File: src/rtl/csr_trap_unit_pkg.sv
// Shared types and constants for the machine-mode CSR / trap unit.
package csr_trap_unit_pkg;

  typedef enum logic [2:0] {
    CSR_OP_NONE = 3'b000,
    CSR_OP_RW   = 3'b001,
    CSR_OP_RS   = 3'b010,
    CSR_OP_RC   = 3'b011,
    CSR_OP_RSV  = 3'b100,
    CSR_OP_RWI  = 3'b101,
    CSR_OP_RSI  = 3'b110,
    CSR_OP_RCI  = 3'b111
  } csr_op_t;

  typedef enum logic {
    IDLE,
    REDIRECT
  } trap_fsm_t;

  localparam logic [11:0] CSR_MSTATUS   = 12'h300;
  localparam logic [11:0] CSR_MIE       = 12'h304;
  localparam logic [11:0] CSR_MTVEC     = 12'h305;
  localparam logic [11:0] CSR_MSCRATCH  = 12'h340;
  localparam logic [11:0] CSR_MEPC      = 12'h341;
  localparam logic [11:0] CSR_MCAUSE    = 12'h342;
  localparam logic [11:0] CSR_MIP       = 12'h344;
  localparam logic [11:0] CSR_MCYCLE    = 12'hB00;
  localparam logic [11:0] CSR_MINSTRET  = 12'hB02;
  localparam logic [11:0] CSR_MCYCLEH   = 12'hB80;
  localparam logic [11:0] CSR_MINSTRETH = 12'hB82;
  localparam logic [11:0] CSR_MHARTID   = 12'hF14;

  localparam logic [31:0] MCAUSE_ECALL_M = 32'd11;
  localparam logic [31:0] MCAUSE_M_TIMER = 32'h8000_0007;

  localparam int unsigned MSTATUS_MIE  = 3;
  localparam int unsigned MSTATUS_MPIE = 7;
  localparam int unsigned MIE_MTIE     = 7;
  localparam int unsigned MIP_MTIP     = 7;

  function automatic logic csr_op_writes(csr_op_t op);
    return !(op inside {CSR_OP_NONE, CSR_OP_RSV});
  endfunction

  function automatic logic [31:0] csr_apply(csr_op_t op, logic [31:0] old, logic [31:0] wdata);
    case (op)
      CSR_OP_RW, CSR_OP_RWI: return wdata;
      CSR_OP_RS, CSR_OP_RSI: return old | wdata;
      CSR_OP_RC, CSR_OP_RCI: return old & ~wdata;
      default:               return old;
    endcase
  endfunction

endpackage

File: src/rtl/csr_trap_unit_if.sv
// Pipeline <-> CSR/trap unit signal bundle; master is the pipeline side.
interface csr_trap_unit_if;
  logic        csr_valid;
  logic [11:0] csr_addr;
  logic [2:0]  csr_op;
  logic [31:0] csr_wdata;
  logic        csr_write;
  logic        mret_valid;
  logic        ecall_valid;
  logic [31:0] current_pc;
  logic        instr_retire;
  logic        timer_irq;
  logic        irq_ok;
  logic [31:0] csr_rdata;
  logic        redirect_valid;
  logic [31:0] redirect_pc;

  modport master (
    output csr_valid, csr_addr, csr_op, csr_wdata, csr_write,
    output mret_valid, ecall_valid, current_pc, instr_retire, timer_irq, irq_ok,
    input  csr_rdata, redirect_valid, redirect_pc
  );

  modport slave (
    input  csr_valid, csr_addr, csr_op, csr_wdata, csr_write,
    input  mret_valid, ecall_valid, current_pc, instr_retire, timer_irq, irq_ok,
    output csr_rdata, redirect_valid, redirect_pc
  );
endinterface

File: src/rtl/csr_trap_unit_counter64.sv
// 64-bit free-running counter with independent software writes to each 32-bit half.
module csr_counter64 (
  input  logic        clk,
  input  logic        reset_n,
  input  logic        inc,
  input  logic        wr_lo,
  input  logic        wr_hi,
  input  logic [31:0] wdata,
  output logic [63:0] value
);

  logic [63:0] sum;

  assign sum = value + 64'(inc);

  // A written half takes wdata; the other half still sees the carry of the full-width sum.
  always_ff @(posedge clk or negedge reset_n) begin
    if (!reset_n) begin
      value <= '0;
    end else begin
      value[31:0]  <= wr_lo ? wdata : sum[31:0];
      value[63:32] <= wr_hi ? wdata : sum[63:32];
    end
  end

endmodule

File: src/rtl/csr_trap_unit.sv
// Machine-mode CSR file plus ecall/timer-irq/mret sequencing into a one-cycle PC redirect.
module csr_trap_unit
  import csr_trap_unit_pkg::*;
#(
  parameter logic [31:0] RESET_MTVEC = 32'h0000_0100,
  parameter logic [31:0] MHARTID     = 32'h0
) (
  input logic            clk,
  input logic            reset_n,
  csr_trap_unit_if.slave csr_bus
);

  trap_fsm_t   state;
  logic        mstatus_mie, mstatus_mpie, mtip_q;
  logic [31:0] mie_q, mtvec_q, mscratch_q, mepc_q, mcause_q;
  logic [63:0] mcycle_v, minstret_v;
  logic        redirect_valid_q;
  logic [31:0] redirect_pc_q;

  csr_op_t     op;
  logic [11:0] addr;
  logic [31:0] mstatus_rd, rd_val, wr_val;
  logic        in_idle, irq, take_ecall, take_irq, take_mret, take_trap, take_any;
  logic        wr_en, wr_sys;

  assign op   = csr_op_t'(csr_bus.csr_op);
  assign addr = csr_bus.csr_addr;

  always_comb begin
    mstatus_rd               = 32'h0000_1800;
    mstatus_rd[MSTATUS_MIE]  = mstatus_mie;
    mstatus_rd[MSTATUS_MPIE] = mstatus_mpie;
  end

  always_comb begin
    rd_val = '0;
    case (addr)
      CSR_MSTATUS:   rd_val = mstatus_rd;
      CSR_MIE:       rd_val = mie_q;
      CSR_MTVEC:     rd_val = mtvec_q;
      CSR_MSCRATCH:  rd_val = mscratch_q;
      CSR_MEPC:      rd_val = mepc_q;
      CSR_MCAUSE:    rd_val = mcause_q;
      CSR_MIP:       rd_val[MIP_MTIP] = mtip_q;
      CSR_MCYCLE:    rd_val = mcycle_v[31:0];
      CSR_MCYCLEH:   rd_val = mcycle_v[63:32];
      CSR_MINSTRET:  rd_val = minstret_v[31:0];
      CSR_MINSTRETH: rd_val = minstret_v[63:32];
      CSR_MHARTID:   rd_val = MHARTID;
      default:       rd_val = '0;
    endcase
  end

  assign csr_bus.csr_rdata = csr_bus.csr_valid ? rd_val : '0;

  assign in_idle    = (state == IDLE);
  assign irq        = mstatus_mie & mie_q[MIE_MTIE] & mtip_q & csr_bus.irq_ok;
  assign take_ecall = in_idle & csr_bus.ecall_valid;
  assign take_irq   = in_idle & ~csr_bus.ecall_valid & irq;
  assign take_mret  = in_idle & ~csr_bus.ecall_valid & ~irq & csr_bus.mret_valid;
  assign take_trap  = take_ecall | take_irq;
  assign take_any   = take_trap | take_mret;

  assign wr_en  = in_idle & csr_bus.csr_valid & csr_bus.csr_write & csr_op_writes(op);
  assign wr_val = csr_apply(op, rd_val, csr_bus.csr_wdata);
  // Trap/mret sequencing owns mstatus/mepc/mcause in its cycle; other CSRs still take the write.
  assign wr_sys = wr_en & ~take_any;

  always_ff @(posedge clk or negedge reset_n) begin
    if (!reset_n) begin
      mstatus_mie  <= 1'b0;
      mstatus_mpie <= 1'b0;
      mtip_q       <= 1'b0;
      mie_q        <= '0;
      mtvec_q      <= RESET_MTVEC & 32'hFFFF_FFFC;
      mscratch_q   <= '0;
      mepc_q       <= '0;
      mcause_q     <= '0;
    end else begin
      mtip_q <= csr_bus.timer_irq;
      if (wr_en) begin
        case (addr)
          CSR_MIE:      mie_q      <= wr_val;
          CSR_MTVEC:    mtvec_q    <= wr_val & 32'hFFFF_FFFC;
          CSR_MSCRATCH: mscratch_q <= wr_val;
          default: ;
        endcase
      end
      if (wr_sys) begin
        case (addr)
          CSR_MSTATUS: begin
            mstatus_mie  <= wr_val[MSTATUS_MIE];
            mstatus_mpie <= wr_val[MSTATUS_MPIE];
          end
          CSR_MEPC:   mepc_q   <= wr_val & 32'hFFFF_FFFC;
          CSR_MCAUSE: mcause_q <= wr_val;
          default: ;
        endcase
      end
      if (take_trap) begin
        mepc_q       <= csr_bus.current_pc & 32'hFFFF_FFFC;
        mcause_q     <= take_ecall ? MCAUSE_ECALL_M : MCAUSE_M_TIMER;
        mstatus_mpie <= mstatus_mie;
        mstatus_mie  <= 1'b0;
      end else if (take_mret) begin
        mstatus_mie  <= mstatus_mpie;
        mstatus_mpie <= 1'b1;
      end
    end
  end

  always_ff @(posedge clk or negedge reset_n) begin
    if (!reset_n) begin
      state            <= IDLE;
      redirect_valid_q <= 1'b0;
      redirect_pc_q    <= '0;
    end else begin
      case (state)
        IDLE: begin
          if (take_any) begin
            state            <= REDIRECT;
            redirect_valid_q <= 1'b1;
            redirect_pc_q    <= take_trap ? mtvec_q : mepc_q;
          end
        end
        REDIRECT: begin
          state            <= IDLE;
          redirect_valid_q <= 1'b0;
        end
        default: begin
          state            <= IDLE;
          redirect_valid_q <= 1'b0;
        end
      endcase
    end
  end

  assign csr_bus.redirect_valid = redirect_valid_q;
  assign csr_bus.redirect_pc    = redirect_pc_q;

  csr_counter64 u_mcycle (
    .clk     (clk),
    .reset_n (reset_n),
    .inc     (1'b1),
    .wr_lo   (wr_en && addr == CSR_MCYCLE),
    .wr_hi   (wr_en && addr == CSR_MCYCLEH),
    .wdata   (wr_val),
    .value   (mcycle_v)
  );

  csr_counter64 u_minstret (
    .clk     (clk),
    .reset_n (reset_n),
    .inc     (csr_bus.instr_retire),
    .wr_lo   (wr_en && addr == CSR_MINSTRET),
    .wr_hi   (wr_en && addr == CSR_MINSTRETH),
    .wdata   (wr_val),
    .value   (minstret_v)
  );

endmodule
File: src/flat_wrapper.sv
// flat-port wrapper written by rule: the top's interface ports become plain ports
module csr_trap_unit_flat import csr_trap_unit_pkg::*;
#(
  parameter logic [31:0] RESET_MTVEC = 32'h0000_0100,
  parameter logic [31:0] MHARTID     = 32'h0
)
  (clk, reset_n, csr_bus_csr_valid, csr_bus_csr_addr, csr_bus_csr_op, csr_bus_csr_wdata, csr_bus_csr_write, csr_bus_mret_valid, csr_bus_ecall_valid, csr_bus_current_pc, csr_bus_instr_retire, csr_bus_timer_irq, csr_bus_irq_ok, csr_bus_csr_rdata, csr_bus_redirect_valid, csr_bus_redirect_pc);
  csr_trap_unit_if csr_bus_i ();
  input logic clk;
  input logic reset_n;
  input wire logic [$bits(csr_bus_i.csr_valid)-1:0] csr_bus_csr_valid;
  input wire logic [$bits(csr_bus_i.csr_addr)-1:0] csr_bus_csr_addr;
  input wire logic [$bits(csr_bus_i.csr_op)-1:0] csr_bus_csr_op;
  input wire logic [$bits(csr_bus_i.csr_wdata)-1:0] csr_bus_csr_wdata;
  input wire logic [$bits(csr_bus_i.csr_write)-1:0] csr_bus_csr_write;
  input wire logic [$bits(csr_bus_i.mret_valid)-1:0] csr_bus_mret_valid;
  input wire logic [$bits(csr_bus_i.ecall_valid)-1:0] csr_bus_ecall_valid;
  input wire logic [$bits(csr_bus_i.current_pc)-1:0] csr_bus_current_pc;
  input wire logic [$bits(csr_bus_i.instr_retire)-1:0] csr_bus_instr_retire;
  input wire logic [$bits(csr_bus_i.timer_irq)-1:0] csr_bus_timer_irq;
  input wire logic [$bits(csr_bus_i.irq_ok)-1:0] csr_bus_irq_ok;
  output wire logic [$bits(csr_bus_i.csr_rdata)-1:0] csr_bus_csr_rdata;
  output wire logic [$bits(csr_bus_i.redirect_valid)-1:0] csr_bus_redirect_valid;
  output wire logic [$bits(csr_bus_i.redirect_pc)-1:0] csr_bus_redirect_pc;
  assign csr_bus_i.csr_valid = csr_bus_csr_valid;
  assign csr_bus_i.csr_addr = csr_bus_csr_addr;
  assign csr_bus_i.csr_op = csr_bus_csr_op;
  assign csr_bus_i.csr_wdata = csr_bus_csr_wdata;
  assign csr_bus_i.csr_write = csr_bus_csr_write;
  assign csr_bus_i.mret_valid = csr_bus_mret_valid;
  assign csr_bus_i.ecall_valid = csr_bus_ecall_valid;
  assign csr_bus_i.current_pc = csr_bus_current_pc;
  assign csr_bus_i.instr_retire = csr_bus_instr_retire;
  assign csr_bus_i.timer_irq = csr_bus_timer_irq;
  assign csr_bus_i.irq_ok = csr_bus_irq_ok;
  assign csr_bus_csr_rdata = csr_bus_i.csr_rdata;
  assign csr_bus_redirect_valid = csr_bus_i.redirect_valid;
  assign csr_bus_redirect_pc = csr_bus_i.redirect_pc;
  csr_trap_unit #(.RESET_MTVEC(RESET_MTVEC), .MHARTID(MHARTID)) u_core (.clk(clk), .reset_n(reset_n), .csr_bus(csr_bus_i));
endmodule
File: config.mk
export PLATFORM = sky130hd
export DESIGN_NAME = csr_trap_unit_flat
export DESIGN_NICKNAME = d
export VERILOG_FILES = /design/src/rtl/csr_trap_unit_pkg.sv /design/src/rtl/csr_trap_unit_if.sv /design/src/rtl/csr_trap_unit_counter64.sv /design/src/rtl/csr_trap_unit.sv /design/src/flat_wrapper.sv
export SDC_FILE = /design/constraint.sdc
export NUM_CORES = 1
export LEC_CHECK = 0
export ABC_AREA = 1
export ABC_CLOCK_PERIOD_IN_PS = 2009
export BUFFER_PORTS_ARGS = -buffer_cell sky130_fd_sc_hd__buf_2
export CAP_MARGIN = 20
export CORE_ASPECT_RATIO = 0.5
export CORE_MARGIN = 2
export CORE_UTILIZATION = 60
export DETAILED_ROUTE_END_ITERATION = 8
export GPL_TIMING_DRIVEN = 1
export PLACE_DENSITY = 0.82
export SKIP_CTS_REPAIR_TIMING = 1
export SLEW_MARGIN = 40
export SYNTH_ARGS = -nofsm -noshare
export SYNTH_HDL_FRONTEND = slang
export SYNTH_SLANG_ARGS = --single-unit
File: constraint.sdc
create_clock -name clk -period 2.01 [get_ports clk]
set_input_delay 0.3015 -clock clk [delete_from_list [all_inputs] [get_ports clk]]
set_output_delay 0.3015 -clock clk [all_outputs]
set_load 0.02 [all_outputs]
==> results.ini, run 1 <==
[run_status]
stop_stage=5_1_grt
status=did not finish
stop_error=[ERROR GRT-0232] Routing congestion too high. Check the congestion heatmap in the GUI.

[place]
gp_congestion=1.14
hpwl_mm=68.3
portBuffers=147
dp_cells=3777

[clock_network]
cts_made_buffers=29
cts.sinks=319
clockBufferDepth=3
cts-root-buf=clkbuf_16
h-tree-depth=1

[synthesis]
ys_seq_area_share_pct=39.8
syn_avg_cell_area_um2=6.73
syn_area_mm2=0.0200
ys_types=38
netlist_instances=2976
synth_seq_cells=319
ys_warn_count=0

[timing]
crit_endpoint=csr_bus_csr_rdata[13]
worst-ep-kind=top-level output

[grt]
grt_util_all_layers_pct=81.7
antenna_found_initial=13
grt_max_degree=62
gr-total-overflow=140

[die]
initial_core_util_pct=60.7
io-pin-count=153
fp.dieH_um=133
core.rowCount=47
die_width_um=262

[Yosys cell counts]
cell	n	area share, %
nand2_1	998	19
nor2_1	346	6.5
dfrtp_1	318	40
inv_1	284	5.3
nand3_1	217	5.4
o21ai_0	149	3.7
o21ai_1	91	2.3
a21oi_1	83	2.1
xor2_1	74	3.2
nor3_1	67	1.7
clkbuf_1	50	0.94
nand4_1	45	1.4
buf_2	40	1.0
a31oi_1	37	1.2
nand2_2	33	1.0
xnor2_1	30	1.3
buf_4	18	0.67
inv_2	17	0.32
nand3_2	12	0.60
nor2_4	12	0.67
nor2_2	10	0.31
buf_6	6	0.34
buf_1	5	0.094
nand3b_1	5	0.19
nor4_1	4	0.12
o22ai_1	4	0.12
or2_2	4	0.12
ha_1	3	0.19
nand2_4	3	0.17
a21oi_2	2	0.087
nor3_2	2	0.10
and3_1	1	0.031
clkinv_1	1	0.019
conb_1	1	0.019
dfstp_2	1	0.13
nor2_8	1	0.10
nor4_4	1	0.11
o21a_1	1	0.037
[through the flow]
stage               utilization (%)  TNS (ns)  instance area, um2  worst slack (ns)
global placement               72.2    -60.74               23800            -0.422
detailed placement             72.2    -78.63               23800            -0.475
floorplan                         -         0               20000             0.134
CTS                            75.1    -10.88               24800            -0.469
[cells by family after synthesis]
group / Yosys count / share of synthesized area, %
simple gates: 1761 / 37.2
compound gates: 367 / 9.47
xor+xnor: 104 / 4.55
flops: 319 / 39.8
fa+ha+maj: 3 / 0.187
buf+inv: 421 / 8.70
other cells: 1 / 0.0187
[routing by layer]
layer,track usage (%),GRT overflow
met3,69.8,5
met5,52.2,2
met2,93.7,66
met1,83.5,9
met4,78.5,58
==> run 2: changes to the inputs <==
--- a/config.mk
+++ b/config.mk
@@ -9,12 +9,11 @@
 export ABC_CLOCK_PERIOD_IN_PS = 2009
 export BUFFER_PORTS_ARGS = -buffer_cell sky130_fd_sc_hd__buf_2
 export CAP_MARGIN = 20
-export CORE_ASPECT_RATIO = 0.5
 export CORE_MARGIN = 2
-export CORE_UTILIZATION = 60
+export CORE_UTILIZATION = 40
 export DETAILED_ROUTE_END_ITERATION = 8
 export GPL_TIMING_DRIVEN = 1
-export PLACE_DENSITY = 0.82
+export PLACE_DENSITY_LB_ADDON = 0.15
 export SKIP_CTS_REPAIR_TIMING = 1
 export SLEW_MARGIN = 40
 export SYNTH_ARGS = -nofsm -noshare
==> run 2 against run 1 <==
  * The flow now finishes, with violations (negative setup slack)
  * Synthesized cell count stayed put
  * Area after synthesis stayed put
==> results.ini, run 2 <==
[run_status]
status=complete, but fails checks
failed_checks=negative setup slack

[clock_network]
clkTransAtPathRegs_ns=0.06
cts-root-buf=clkbuf_16
insertion_delay_ns=0.59
h-tree-depth=2  ; +1
cts.sinks=319  ; unchanged
cts_made_buffers=40  ; +38%
tritoncts=done
clockBufferDepth=3  ; unchanged

[power_and_ir_drop]
p_sw_share_pct=31.6
p_seq_share_pct=39.6
pwr-share-clk_pct=40.1
vdd_drop_max_v=0.000604
comb_power_share_pct=20.3
p_int_mw=13.1
p_leak_nw=14.8
p_sw_mw=6.05
powerDensity_mw_per_mm2=653

[layout]
diodes=0
final_cell_mix=nand2_1, buf_4, dfrtp_1
area_delta_synth_final_pct=46.2
nNetsFinal=3661
drive_above_1_share_pct=31.6
layout_commonest_cell=nand2_1
reg_top3=u_core.u_mcycle.value: 64 flops, u_core.u_minstret.value: 64 flops

[synthesis]
netlist_top_cells_count=nand2_1, nor2_1, dfrtp_1, inv_1, nand3_1
ys_warn_count=0  ; unchanged
ys.flop_type=dfrtp_1
synth_most_common_cell=nand2_1
netlist_instances=2976  ; unchanged
ys_types=38  ; unchanged
ys_seq_area_share_pct=39.8  ; unchanged
syn_avg_cell_area_um2=6.73  ; unchanged
synth_top_area_share_pct=39.7  ; unchanged
synth_seq_cells=319  ; unchanged
synth_area_leaders=dfrtp_1, nand2_1, nor2_1
synth_top_area_cell=dfrtp_1
syn_area_mm2=0.0200  ; unchanged
async_reset_ff_share_pct=100  ; unchanged
synth-edff-count=0  ; unchanged

[worst_setup_path]
reg2reg_depth=9
reg2reg_slack_ns=-0.19
r2r-start=u_core.u_minstret.value[40]
worstSetupStartpointType=input port
r2r_end=u_core.u_minstret.value[42]
crit_path_max_incr_delay_ns=0.20
critPathCaptureType=output pin
critPathRequiredTime_ns=1.71
cp_slowest_cell=nor2_4
path_cells=buf_8 -> inv_2 -> nand2_2 -> nor2_4 -> buf_6 -> nand2_4 -> nor2_4 -> buf_12 -> buf_8 -> nand2_4 -> nand2_4 -> nor2_4 -> nand3b_1 -> nand2_1 -> inv_1 -> buf_6
startpoint=csr_bus_csr_addr[10]
critPathArrivalTime_ns=1.97
critPathMaxFanout=5
critPathKind=in2out

[timing]
fmax_mhz=440
max-slew-margin-rel_pct=64.1
fin_crit_sh_pct=113
setup_viol=35
tightest_slew_ns=0.534
rsz0062_at_grt=yes
tns_ns=-6.09
clock_skew_ns=0.0187
holdWs_ns=0.0494
post-route-min-period_ns=2.27
setup_ws_ns=-0.261
hold_viol=0
finalMaxSlewViolations=0

[grt]
busiest_layer=met2
grt_util_all_layers_pct=36.7
grt_pass1_vias=22020
grt_use_met1_pct=48.9
use_met3_pct=6.58
gr-total-overflow=0
grt_pass1_wl_mm=142
antenna_found_initial=1
grt_max_degree=63
grt_use_met2_pct=58.8

[min_path]
hold_path_end=u_core.u_mcycle.value[36]
whs_path_depth=3
hold_path_class=in2reg
min-delay-start=csr_bus_csr_wdata[4]

[die]
fp.dieH_um=228  ; +71%
die_width_um=228  ; -13%
dieArea_mm2=0.0519
coreArea_mm2=0.0498
io-pin-count=153  ; unchanged
core.rowCount=82  ; +74%
initial_core_util_pct=40.3  ; -20 points

[place]
gp_congestion=1.09  ; -4.7%
hpwl_mm=77.0  ; +13%
portBuffers=147  ; unchanged

[routing]
via_per_inst=5.46
avgRoutedWirePerCell_um=23.4
wl_mm=99.8
vias=23331
drtIter0Drc=2426
first_pass_iters=6
drc=0
ant_nets=0

[job]
drv_cap=0

[run 2: cell families (layout without fill, tap and decap cells)]
group | after synthesis | after routing | synth area share [%]
AND/OR/NAND/NOR | 1761 | 1761 | 37.2
buffers and inverters | 421 | 1045 | 8.70
AO/OA/AOI/OAI | 367 | 367 | 9.47
flip-flops | 319 | 319 | 39.8
XOR/XNOR | 104 | 104 | 4.55
adder cells (fa/ha/maj) | 3 | 3 | 0.187
other | 1 | 2 | 0.0187
[run 2: metrics by stage]
stage	instance area, um2	setup slack, ns	total power, mW	std cells	utilization (%)
floorplan	20000	0.134	9.14	2977	-
global placement	24900	-0.614	11.0	4089	50.0
detailed placement	24900	-0.660	11.0	4089	50.0
CTS	26200	-0.659	18.7	4162	52.7
global route	29300	-0.321	19.8	4273	58.9
finish	29300	-0.261	19.1	4273	58.9
[run 2: cell type report]
cell class,instances,area (um2)
clock buffers,59,1180
clock inverters,14,185
fillers,4737,20500
inverters,302,1190
multi-input cells,2237,11800
flip-flops and latches,319,8030
well taps,672,841
repair buffers,670,6090
[run 2: worst max path at each step]
stage	end	slack (ns)	cells past startpoint
2_1_floorplan	csr_bus_csr_rdata[11]	0.13	8
3_3_place_gp	csr_bus_csr_rdata[4]	-0.61	13
3_5_place_dp	csr_bus_csr_rdata[4]	-0.66	13
4_1_cts	csr_bus_csr_rdata[4]	-0.66	8
5_1_grt	csr_bus_csr_rdata[24]	-0.32	16
6_report	csr_bus_csr_rdata[24]	-0.26	16
[run 2: worst max-delay path: cells and delay by family]
family | cells | cell delay (ns)
AND/OR/NAND/NOR | 9 | 0.89
buffers and inverters | 7 | 0.76
[run 2: power groups by stage]
stage | clock network (mW) | registers [mW] | logic (mW)
after detailed placement | 0 | 7.67 | 3.36
after global routing | 8.04 | 7.64 | 4.15
after floorplan | 0 | 7.77 | 1.37
after global placement | 0 | 7.66 | 3.34
final | 7.67 | 7.58 | 3.88
after CTS | 7.77 | 7.56 | 3.38
[run 2: metal layers]
| metal | share of wire [%] | vias to the layer above | wire length, um |
|---|---|---|---|
| met5 | 0.013 | - | 13 |
| met4 | 4.6 | 2 | 4570 |
| met3 | 8.6 | 237 | 8560 |
| met2 | 46 | 1097 | 45700 |
| met1 | 41 | 11332 | 41000 |
| li1 | - | 10663 | - |
(Power assumes the default switching activity.)
